$ cat src/rtl/id_hazard_scoreboard_pkg.sv
// Shared definitions for the ID-stage hazard scoreboard.
//   FWD_RF          forwarding select value meaning "read the register file"
//   RDY_ALU         scoreboard position at whose end an ALU result is ready
//   MD_LAT_DEFAULT  default mult/div occupancy in cycles
//   sbEntryT        one scoreboard slot: {v, addr, rdy}
// The entry struct uses fixed field widths so one typedef serves every
// parameterisation. Register addresses up to SB_ADDR_W bits and ready
// positions up to 2**SB_RDY_W-1 are supported.
package id_hazard_scoreboard_pkg;

  localparam int FWD_RF         = 0;
  localparam int RDY_ALU        = 1;
  localparam int MD_LAT_DEFAULT = 32;

  localparam int SB_ADDR_W = 8;
  localparam int SB_RDY_W  = 4;

  typedef struct packed {
    logic                 v;
    logic [SB_ADDR_W-1:0] addr;
    logic [SB_RDY_W-1:0]  rdy;
  } sbEntryT;

endpackage

$ cat src/rtl/hazard_sb_shift.sv
// DEPTH-entry shift scoreboard of in-flight register writes plus a
// youngest-match priority encoder for one operand address.
// Ports:
//   clk, rst     clock, synchronous active-high reset (clears every slot)
//   insValid     write a valid entry into position 1 this cycle (else bubble)
//   insAddr      destination address of the inserted entry
//   insRdy       position at whose end the inserted result becomes available
//   lookupAddr   operand address to search for (address 0 never matches)
//   hit          a valid entry matches lookupAddr
//   hitPos       position (1..DEPTH) of the youngest matching entry
//   hitRdy       ready position stored in that entry
module hazard_sb_shift
  import id_hazard_scoreboard_pkg::*;
#(
  parameter int REG_AW = 5,
  parameter int DEPTH  = 3,
  parameter int SEL_W  = $clog2(DEPTH + 1)
) (
  input  logic                clk,
  input  logic                rst,
  input  logic                insValid,
  input  logic [REG_AW-1:0]   insAddr,
  input  logic [SB_RDY_W-1:0] insRdy,
  input  logic [REG_AW-1:0]   lookupAddr,
  output logic                hit,
  output logic [SEL_W-1:0]    hitPos,
  output logic [SB_RDY_W-1:0] hitRdy
);

  // sb[1] holds the instruction now in EX, sb[DEPTH] the one in WB.
  sbEntryT sb [1:DEPTH];

  always_ff @(posedge clk) begin
    if (rst) begin
      for (int k = 1; k <= DEPTH; k++) begin
        sb[k] <= '0;
      end
    end else begin
      sb[1].v    <= insValid;
      sb[1].addr <= SB_ADDR_W'(insAddr);
      sb[1].rdy  <= insRdy;
      for (int k = 2; k <= DEPTH; k++) begin
        sb[k] <= sb[k-1];
      end
    end
  end

  // Scan oldest to youngest so the youngest match is the last one written.
  always_comb begin
    hit    = 1'b0;
    hitPos = '0;
    hitRdy = '0;
    if (lookupAddr != '0) begin
      for (int k = DEPTH; k >= 1; k--) begin
        if (sb[k].v && (sb[k].addr == SB_ADDR_W'(lookupAddr))) begin
          hit    = 1'b1;
          hitPos = SEL_W'(k);
          hitRdy = sb[k].rdy;
        end
      end
    end
  end

endmodule

$ cat src/rtl/id_hazard_scoreboard.sv
// ID-stage hazard scoreboard: tracks in-flight GPR writes, produces the ID
// stall, per-operand forwarding selects and a mult/div busy interlock.
// Ports:
//   clk, rst                 clock, synchronous active-high reset
//   id_valid                 ID holds a valid instruction
//   id_rs, id_rt             operand addresses
//   id_rs_use, id_rt_use     operand is read
//   id_early                 used operands are needed in ID (branch compare)
//   id_wr_en, id_wr_addr     instruction writes id_wr_addr
//   id_is_load               the write comes from a load
//   id_md_start, id_md_read  mult/div issue, mfhi/mflo
//   flush                    kill the ID instruction this cycle
//   stall                    hold PC and IF/ID, bubble into EX
//   fwd_rs_sel, fwd_rt_sel   0 = register file, k = latch after position k
//   md_busy                  mult/div occupied
//   stall_cycles             saturating count of stalled cycles
// Flow control: id_valid qualifies every ID input. When stall=1 the ID
// instruction is not consumed and stays presented; it issues (scoreboard
// insert, mult/div start) only in a cycle with id_valid=1, stall=0, flush=0.
module id_hazard_scoreboard
  import id_hazard_scoreboard_pkg::*;
#(
  parameter int REG_AW     = 5,
  parameter int DEPTH      = 3,
  parameter int LOAD_STAGE = 2,
  parameter int MD_LAT     = MD_LAT_DEFAULT,
  parameter int SEL_W      = $clog2(DEPTH + 1)
) (
  input  logic              clk,
  input  logic              rst,
  input  logic              id_valid,
  input  logic [REG_AW-1:0] id_rs,
  input  logic [REG_AW-1:0] id_rt,
  input  logic              id_rs_use,
  input  logic              id_rt_use,
  input  logic              id_early,
  input  logic              id_wr_en,
  input  logic [REG_AW-1:0] id_wr_addr,
  input  logic              id_is_load,
  input  logic              id_md_start,
  input  logic              id_md_read,
  input  logic              flush,
  output logic              stall,
  output logic [SEL_W-1:0]  fwd_rs_sel,
  output logic [SEL_W-1:0]  fwd_rt_sel,
  output logic              md_busy,
  output logic [31:0]       stall_cycles
);

  localparam int MD_CNT_W = $clog2(MD_LAT + 1);

  logic                insValid;
  logic [SB_RDY_W-1:0] insRdy;
  logic                rsHit, rtHit;
  logic [SEL_W-1:0]    rsPos, rtPos;
  logic [SB_RDY_W-1:0] rsRdy, rtRdy;
  logic                rsStall, rtStall, mdStall, stallInt;
  logic [MD_CNT_W-1:0] mdCnt;
  logic [31:0]         stallCnt;

  // Operand at position k is not yet obtainable. EX use needs the value at
  // the end of the producer's ready position; an ID (early) use needs it one
  // position sooner.
  function automatic logic opStall(input logic used, input logic hitIn,
                                   input logic early,
                                   input logic [SEL_W-1:0] pos,
                                   input logic [SB_RDY_W-1:0] rdy);
    int k;
    int r;
    k = int'(pos);
    r = int'(rdy);
    if (!used || !hitIn) return 1'b0;
    return early ? (k <= r) : (k < r);
  endfunction

  // Forwarding source once the operand is obtainable. An EX use at DEPTH
  // reads the register file, which is written in WB; an early use reads the
  // latch one position younger because it samples a cycle before EX.
  function automatic logic [SEL_W-1:0] opSel(input logic used, input logic hitIn,
                                             input logic early,
                                             input logic [SEL_W-1:0] pos);
    int k;
    k = int'(pos);
    if (!used || !hitIn) return SEL_W'(FWD_RF);
    if (early) return SEL_W'(k - 1);
    return (k == DEPTH) ? SEL_W'(FWD_RF) : pos;
  endfunction

  hazard_sb_shift #(.REG_AW(REG_AW), .DEPTH(DEPTH), .SEL_W(SEL_W)) u_sb_rs (
    .clk       (clk),
    .rst       (rst),
    .insValid  (insValid),
    .insAddr   (id_wr_addr),
    .insRdy    (insRdy),
    .lookupAddr(id_rs),
    .hit       (rsHit),
    .hitPos    (rsPos),
    .hitRdy    (rsRdy)
  );

  hazard_sb_shift #(.REG_AW(REG_AW), .DEPTH(DEPTH), .SEL_W(SEL_W)) u_sb_rt (
    .clk       (clk),
    .rst       (rst),
    .insValid  (insValid),
    .insAddr   (id_wr_addr),
    .insRdy    (insRdy),
    .lookupAddr(id_rt),
    .hit       (rtHit),
    .hitPos    (rtPos),
    .hitRdy    (rtRdy)
  );

  always_comb begin
    insRdy   = id_is_load ? SB_RDY_W'(LOAD_STAGE) : SB_RDY_W'(RDY_ALU);
    rsStall  = opStall(id_rs_use, rsHit, id_early, rsPos, rsRdy);
    rtStall  = opStall(id_rt_use, rtHit, id_early, rtPos, rtRdy);
    mdStall  = (id_md_read | id_md_start) & (mdCnt != '0);
    stallInt = !rst && id_valid && !flush && (rsStall || rtStall || mdStall);
    insValid = id_valid && id_wr_en && (id_wr_addr != '0) && !stallInt && !flush;

    stall      = stallInt;
    fwd_rs_sel = SEL_W'(FWD_RF);
    fwd_rt_sel = SEL_W'(FWD_RF);
    if (!rst && !flush) begin
      if (!rsStall) fwd_rs_sel = opSel(id_rs_use, rsHit, id_early, rsPos);
      if (!rtStall) fwd_rt_sel = opSel(id_rt_use, rtHit, id_early, rtPos);
    end
    md_busy      = !rst && (mdCnt != '0);
    stall_cycles = stallCnt;
  end

  // mult/div occupancy and stall performance counter. A reset abandons any
  // operation in flight.
  always_ff @(posedge clk) begin
    if (rst) begin
      mdCnt    <= '0;
      stallCnt <= '0;
    end else begin
      if (id_md_start && id_valid && !stallInt && !flush) begin
        mdCnt <= MD_CNT_W'(MD_LAT);
      end else if (mdCnt != '0) begin
        mdCnt <= mdCnt - MD_CNT_W'(1);
      end
      if (stallInt && (stallCnt != 32'hFFFF_FFFF)) begin
        stallCnt <= stallCnt + 32'd1;
      end
    end
  end

endmodule

$ cat config.mk
export PLATFORM = sky130hd
export DESIGN_NAME = id_hazard_scoreboard
export DESIGN_NICKNAME = d
export VERILOG_FILES = /design/src/rtl/id_hazard_scoreboard_pkg.sv /design/src/rtl/hazard_sb_shift.sv /design/src/rtl/id_hazard_scoreboard.sv
export SDC_FILE = /design/constraint.sdc
export NUM_CORES = 1
export LEC_CHECK = 0
export BUFFER_PORTS_ARGS = -buffer_cell sky130_fd_sc_hd__buf_2
export CORE_MARGIN = 4
export CORE_UTILIZATION = 60
export CTS_BUF_LIST = sky130_fd_sc_hd__clkbuf_8 sky130_fd_sc_hd__clkbuf_16
export CTS_CLUSTER_SIZE = 10
export DETAILED_ROUTE_END_ITERATION = 8
export PLACE_DENSITY_LB_ADDON = 0.25
export SETUP_SLACK_MARGIN = 0.2
export SYNTH_ARGS = -nofsm -noshare
export SYNTH_HDL_FRONTEND = slang
export SYNTH_SLANG_ARGS = --single-unit
$ cat constraint.sdc
create_clock -name clk -period 5.6 [get_ports clk]
set_input_delay 0.56 -clock clk [delete_from_list [all_inputs] [get_ports clk]]
set_output_delay 0.56 -clock clk [all_outputs]
set_load 0.01 [all_outputs]
# Word level (Yosys, flattened, before mapping)
# Memory sizes are Yosys's and may differ from the RTL's.
# Index checks and enable logic that the tools add are counted.
[op_classes]
addsub = 4
n_lt_le_gt_ge = 4
eq_ne = 9
mux = 73
bitwise_logic = 12
reduce_logical = 36
[op_table]
columns = ["cell", "n"]
rows = [
  ["$mux 13", 4],
  ["$eq 8x5->1", 6],
  ["$mux 2", 23],
  ["$mux 4", 10],
  ["$add 32x1->32 const B", 1],
  ["$mux 1", 32],
  ["$ne 32x32->1 const B", 1],
  ["$logic_and 1x1->1", 19],
  ["$mux 8", 2],
  ["$reduce_bool 5->1", 3],
  ["$mux 6", 2],
  ["$or 1x1->1", 11],
  ["$le 2x4->1", 2],
  ["$lt 2x4->1", 2],
  ["$logic_not 1->1", 7],
  ["$reduce_bool 6->1", 1],
  ["$sub 6x1->6 const B", 1],
  ["$eq 2x1->1 const B", 2],
  ["$logic_or 1x1->1", 4],
  ["$sub 2x1->2 const B", 2],
  ["$reduce_bool 2->1", 1],
  ["$reduce_or 2->1", 1],
  ["$and 1x1->1", 1],
]
[totals]
register_bits = 38
ram_bits = 78
in_bits = 26
output_inout_bits = 38
word_cells = 143
memories = 2
[memory_table]
columns = ["memory", "depth", "word_bits", "read_ports", "rd_clocked_by_memory_dff", "wr", "line", "source"]
rows = [
  ["u_sb_rs.sb", 3, 13, 3, 0, 3, "hazard_sb_shift.sv:31", "sbEntryT sb [1:DEPTH];"],
  ["u_sb_rt.sb", 3, 13, 3, 0, 3, "hazard_sb_shift.sv:31", ""],
]

# Depth between registers and ports, before layout
# An unclocked memory read counts as a cell.
[logic_depth]
depth_word = 20
ltp_mapped = 18
mapped_depth_nobuf = 15

# Modules after synthesis
# Synthesis repeated with hierarchy kept, for this count alone.
[hier_totals]
cells_unflattened = 498
hier_area_um2 = 4573.1
[modules_own_cells]
columns = ["module", "n_inst", "cells_per_inst", "area_per_inst_um2", "seq_area_each_um2"]
rows = [
  ["id_hazard_scoreboard", 1, 286, 2321.0, 760.7],
  ["hazard_sb_shift", 2, 106, 1126.1, 600.6],
]

# Worst setup path after synthesis
# Ideal clock, no wire load.
[synth_path]
kind = "input to register"
start = "in id_rt[0]"
end = "reg stallCnt[15] (netlist: stall_cycles[15])"
setup_ns = 0.123
arrival_time_ns = 3.569
required_time_ns = 5.477
slack_ns = 1.908
path_stages = 15
path_buffers = 1
path_cell_list = "xor2_1 -> nor4_1 -> and3_1 -> nor2b_1 -> a221oi_1 -> a211o_1 -> ha_1 -> nor2b_1 -> o21ai_0 -> and3_1 -> o31ai_4 -> and3_4 -> buf_4 -> nor4_1 -> mux2_1"
[synth_between]
elab_chain_cells = 14
word_cells_on_any_way = 30
classes_between = "2 x order compare; 3 x eq/ne; 15 x mux; 10 x reduce/logical"
[synth_rtl]
columns = ["item", "line", "source"]
rows = [
  ["from (decl)", "id_hazard_scoreboard.sv:33", "input logic [REG_AW-1:0] id_rt,"],
  ["branches (longest 9 deep; another with $lt 2x4->1)", "--", ""],
  ["$mux 1 (*)", "id_hazard_scoreboard.sv:73", "return early ? (k <= r) : (k < r);"],
  ["$logic_or 1x1->1 (*) (2 in series)", "id_hazard_scoreboard.sv:118", "stallInt = !rst && id_valid && !flush && (rsStall || rtStall || mdStall);"],
  ["$logic_and 1x1->1 (*)", "id_hazard_scoreboard.sv:118", ""],
  ["$logic_and 1x1->1 (*)", "id_hazard_scoreboard.sv:144", "if (stallInt && (stallCnt != 32'hFFFF_FFFF)) begin"],
  ["to (signal assigned)", "id_hazard_scoreboard.sv:145", "stallCnt <= stallCnt + 32'd1;"],
  ["to (decl)", "id_hazard_scoreboard.sv:59", "logic [31:0] stallCnt;"],
]
# Every way passes the cells marked *.
# A chain may end at the register's enable or synchronous reset.

# Final worst setup path
[layout_path]
start = "in id_rt[0]"
end = "out stall"
[layout_between]
elab_chain_cells = 13
word_cells_on_any_way = 29
classes_between = "2 x order compare; 3 x eq/ne; 15 x mux; 9 x reduce/logical"
[layout_rtl]
columns = ["item", "line", "source"]
rows = [
  ["branches (longest 9 deep; another with $lt 2x4->1)", "--", ""],
  ["$mux 1 (*)", "id_hazard_scoreboard.sv:73", ""],
  ["$logic_or 1x1->1 (*) (2 in series)", "id_hazard_scoreboard.sv:118", ""],
  ["$logic_and 1x1->1 (*)", "id_hazard_scoreboard.sv:118", ""],
  ["to (decl)", "id_hazard_scoreboard.sv:43", "output logic stall,"],
]
# Marked as above.

==> out/results.ini <==
[status]
status=finished, final reports clean

[synth]
synth_nets=451
async_flop_share_pct=0
synthesis.area_um2=3540
yosysUniqueCellTypes=48
yosys.area.top_type=dfxtp_1
netlist_instances=415
synth-main-ff-cell=dfxtp_1
syn_area_per_cell_um2=8.52
ys_warn_count=0
synth_edf_count=0
synth_area_leaders=dfxtp_1 35%, xor2_1 6.2%, nor2b_1 5.7%
ys_seq_area_share_pct=35.1
ys_seq_elements=62
synth_top_area_share_pct=35.1

[die]
fp.dieH_um=84.8
rows=27
initial_core_util_pct=63.1
coreArea_um2=5610
dieArea_um2=7190
die_w_um=84.8
io_pins=64

[detailed_routing]
wl_met1_um=3670
routed.top_layer=met4
num_vias=3189
met2_length_um=4160
detail_route.first_pass.iterations=4
wl_per_cell_um=15.3
via_per_inst=5.86
wl_um=8320
drc_errors=0
dr_wl_met3_um=338
postRouteAntennaNets=0
drt_iter0_markers=214

[hold_path]
hold_depth=2
hold_path.class=in2reg

[sta]
finalCriticalPeriod_ns=4.23
fin_crit_sh_pct=75.5
setup_viol=0
drv_slew=0
fmax_mhz=236
tns_ns=0
rsz0062_at_grt=false
hold_viol_final=0
worstMarginPinSlew_ns=0.611
finClkSkew_ns=0.00957
relSlewSlack_pct=58.8

[layout]
design_area_um2=4040
final_cells=544
final_layout_size_suffix_gt1_share_pct=18.2
area_growth_pct=14.3
seq_area_um2=1240
layout_commonest_cell=buf_2
layout.cells.most_common_list=63 x buf_2, 62 x dfxtp_1, 32 x nor2b_1, 29 x nor2_1, 25 x xor2_1
n_antenna_cell=0
fin_nets=503
multiInputGateArea_um2=2120
final.fill_count=452
final_core_util_pct=72.1

[cts]
ctsHtreeMaxLevel=3
ctsHoldBuffers=0
max-clock-path-buffers=2
clock-sinks=62
path_clk_slew_ns=0.06
cts_buffers=9
cts_resized=0
cts_setup_buffers=0
clkLatencyLatePin_ns=0.34
cts_tree=built
clockRootBuffer=clkbuf_8

[power]
switching_share_pct=29.2
peakVddDrop_mv=0.260
power_frac_comb_pct=20.0
power_uw=1180
pwr-share-clk_pct=38.4
p_seq_share_pct=41.6
power.switching_uw=343
powerDensity_nw_per_um2=291
power.leakage_uw=0.00163
p_int_uw=833

[global_routing]
grt_usage_pct=23.9
antenna_found_initial=0
grt_max_degree=65
grt_pass1_wl_um=14000
grt-ovfl-total=0
grt_pass1_vias=3101

[worst_setup_path]
rrSetupSlack_ns=1.66
path_max_fanout=5
rr_worst_depth=14
cp-start-kind=primary input
endpoint_kind=output pin
critical_path_class=in2out
worstPathArrival_ns=3.67
required_ns=5.04

[place]
globalplace.congestion=0.839
dp.cells=528
dpl.hpwl_um=6000
io_buffers=63
dpl-instance-area_um2=3810

[flow_run]
maxCapViolations=0

-- critical path, cell delays in order --
cell	delay, ns
buf_2	0.13
xor2_1	0.16
nor4_1	0.32
and3_1	0.31
nor2b_1	0.25
a221oi_1	0.11
a211o_1	0.30
ha_1	0.29
nor2b_1	0.13
o21ai_0	0.21
and3_1	0.23
o31ai_4	0.11
nand3_1	0.22
and2_1	0.18
buf_2	0.13
-- sequential cells by signal, summed over array words and instances, names as in the netlist --
| name | count |
|---|---|
| mdCnt | 6 |
| u_sb_rt.sb | 9 |
| stall_cycles | 32 |
| u_sb_rs.sb | 15 |
-- per-layer routing --
metal	vias to the layer above	track usage [%]
li1	1590	-
met4	0	10.6
met1	1510	28.7
met5	-	0
met2	75	41.1
met3	14	4.51
-- per-stage QoR --
| step | setup slack (ns) | hold slack (ns) |
|---|---|---|
| final | 1.37 | 0.402 |
| after global routing | 1.20 | 0.378 |
| after CTS | 1.40 | 0.387 |
| after detailed placement | 1.32 | 0.452 |
| after global placement | 1.45 | 0.452 |
| after floorplan | 1.91 | 0.438 |
-- path summary, 6_finish.rpt --
kind | endpoint | start
hold reg to reg | u_sb_rs.sb[0][27]$_SDFF_PP0_ | u_sb_rt.sb[0][14]$_SDFF_PP0_
setup reg to reg | stall_cycles[15]$_SDFFE_PP0P_ | u_sb_rs.sb[0][47]$_SDFF_PP0_
setup / recovery | stall | id_rt[0]
hold / removal | u_sb_rt.sb[0][13]$_SDFF_PP0_ | id_is_load
-- cell families after synthesis --
kind of cell	after synthesis	synth area share (%)
AO/OA/AOI/OAI	66	12.6
XOR/XNOR	37	9.16
adder cells (fa/ha/maj)	10	3.54
buffers and inverters	33	5.02
flip-flops	62	35.1
multiplexers	9	2.69
AND/OR/NAND/NOR	198	31.9
-- synthesized netlist by cell type (2+ instances only) --
| cell type | number |
|---|---|
| nor4_1 | 8 |
| nor3b_1 | 2 |
| mux2_1 | 4 |
| a311oi_1 | 3 |
| or4_1 | 13 |
| o21ai_1 | 2 |
| o31ai_4 | 2 |
| buf_2 | 4 |
| dfxtp_1 | 62 |
| xnor2_1 | 12 |
| inv_1 | 10 |
| buf_4 | 4 |
| mux2i_1 | 5 |
| and4_1 | 5 |
| and2_1 | 6 |
| nor3_1 | 17 |
| nand2b_1 | 4 |
| nand3_1 | 19 |
| o31ai_1 | 10 |
| and3_1 | 11 |
| clkbuf_1 | 10 |
| nand4_1 | 10 |
| xor2_1 | 25 |
| ha_1 | 10 |
| nor2_1 | 29 |
| nand2_1 | 21 |
| o21ai_0 | 13 |
| or3_1 | 14 |
| buf_6 | 3 |
| a221oi_1 | 4 |
| a21oi_1 | 22 |
| a211o_1 | 2 |
| nor2b_1 | 32 |
| a211oi_1 | 3 |
-- cell type report --
| cell class | instances | share of cell area (%) |
|---|---|---|
| flip-flops and latches | 62 | 30.7 |
| multi-input cells | 320 | 52.4 |
| well taps | 72 | 2.23 |
| repair buffers | 64 | 7.98 |
| clock buffers | 12 | 4.08 |
| inverters | 10 | 0.928 |
| clock inverters | 4 | 1.70 |
-- power groups by stage --
stage / Clock, µW / Combinational, µW / Sequential [µW]
2_1_floorplan: 0 / 197 / 493
5_1_grt: 485 / 263 / 493
6_report: 452 / 236 / 489
3_3_place_gp: 0 / 222 / 497
4_1_cts: 458 / 235 / 489
3_5_place_dp: 0 / 233 / 498
Note: power is estimated with default switching activity, not from simulation.
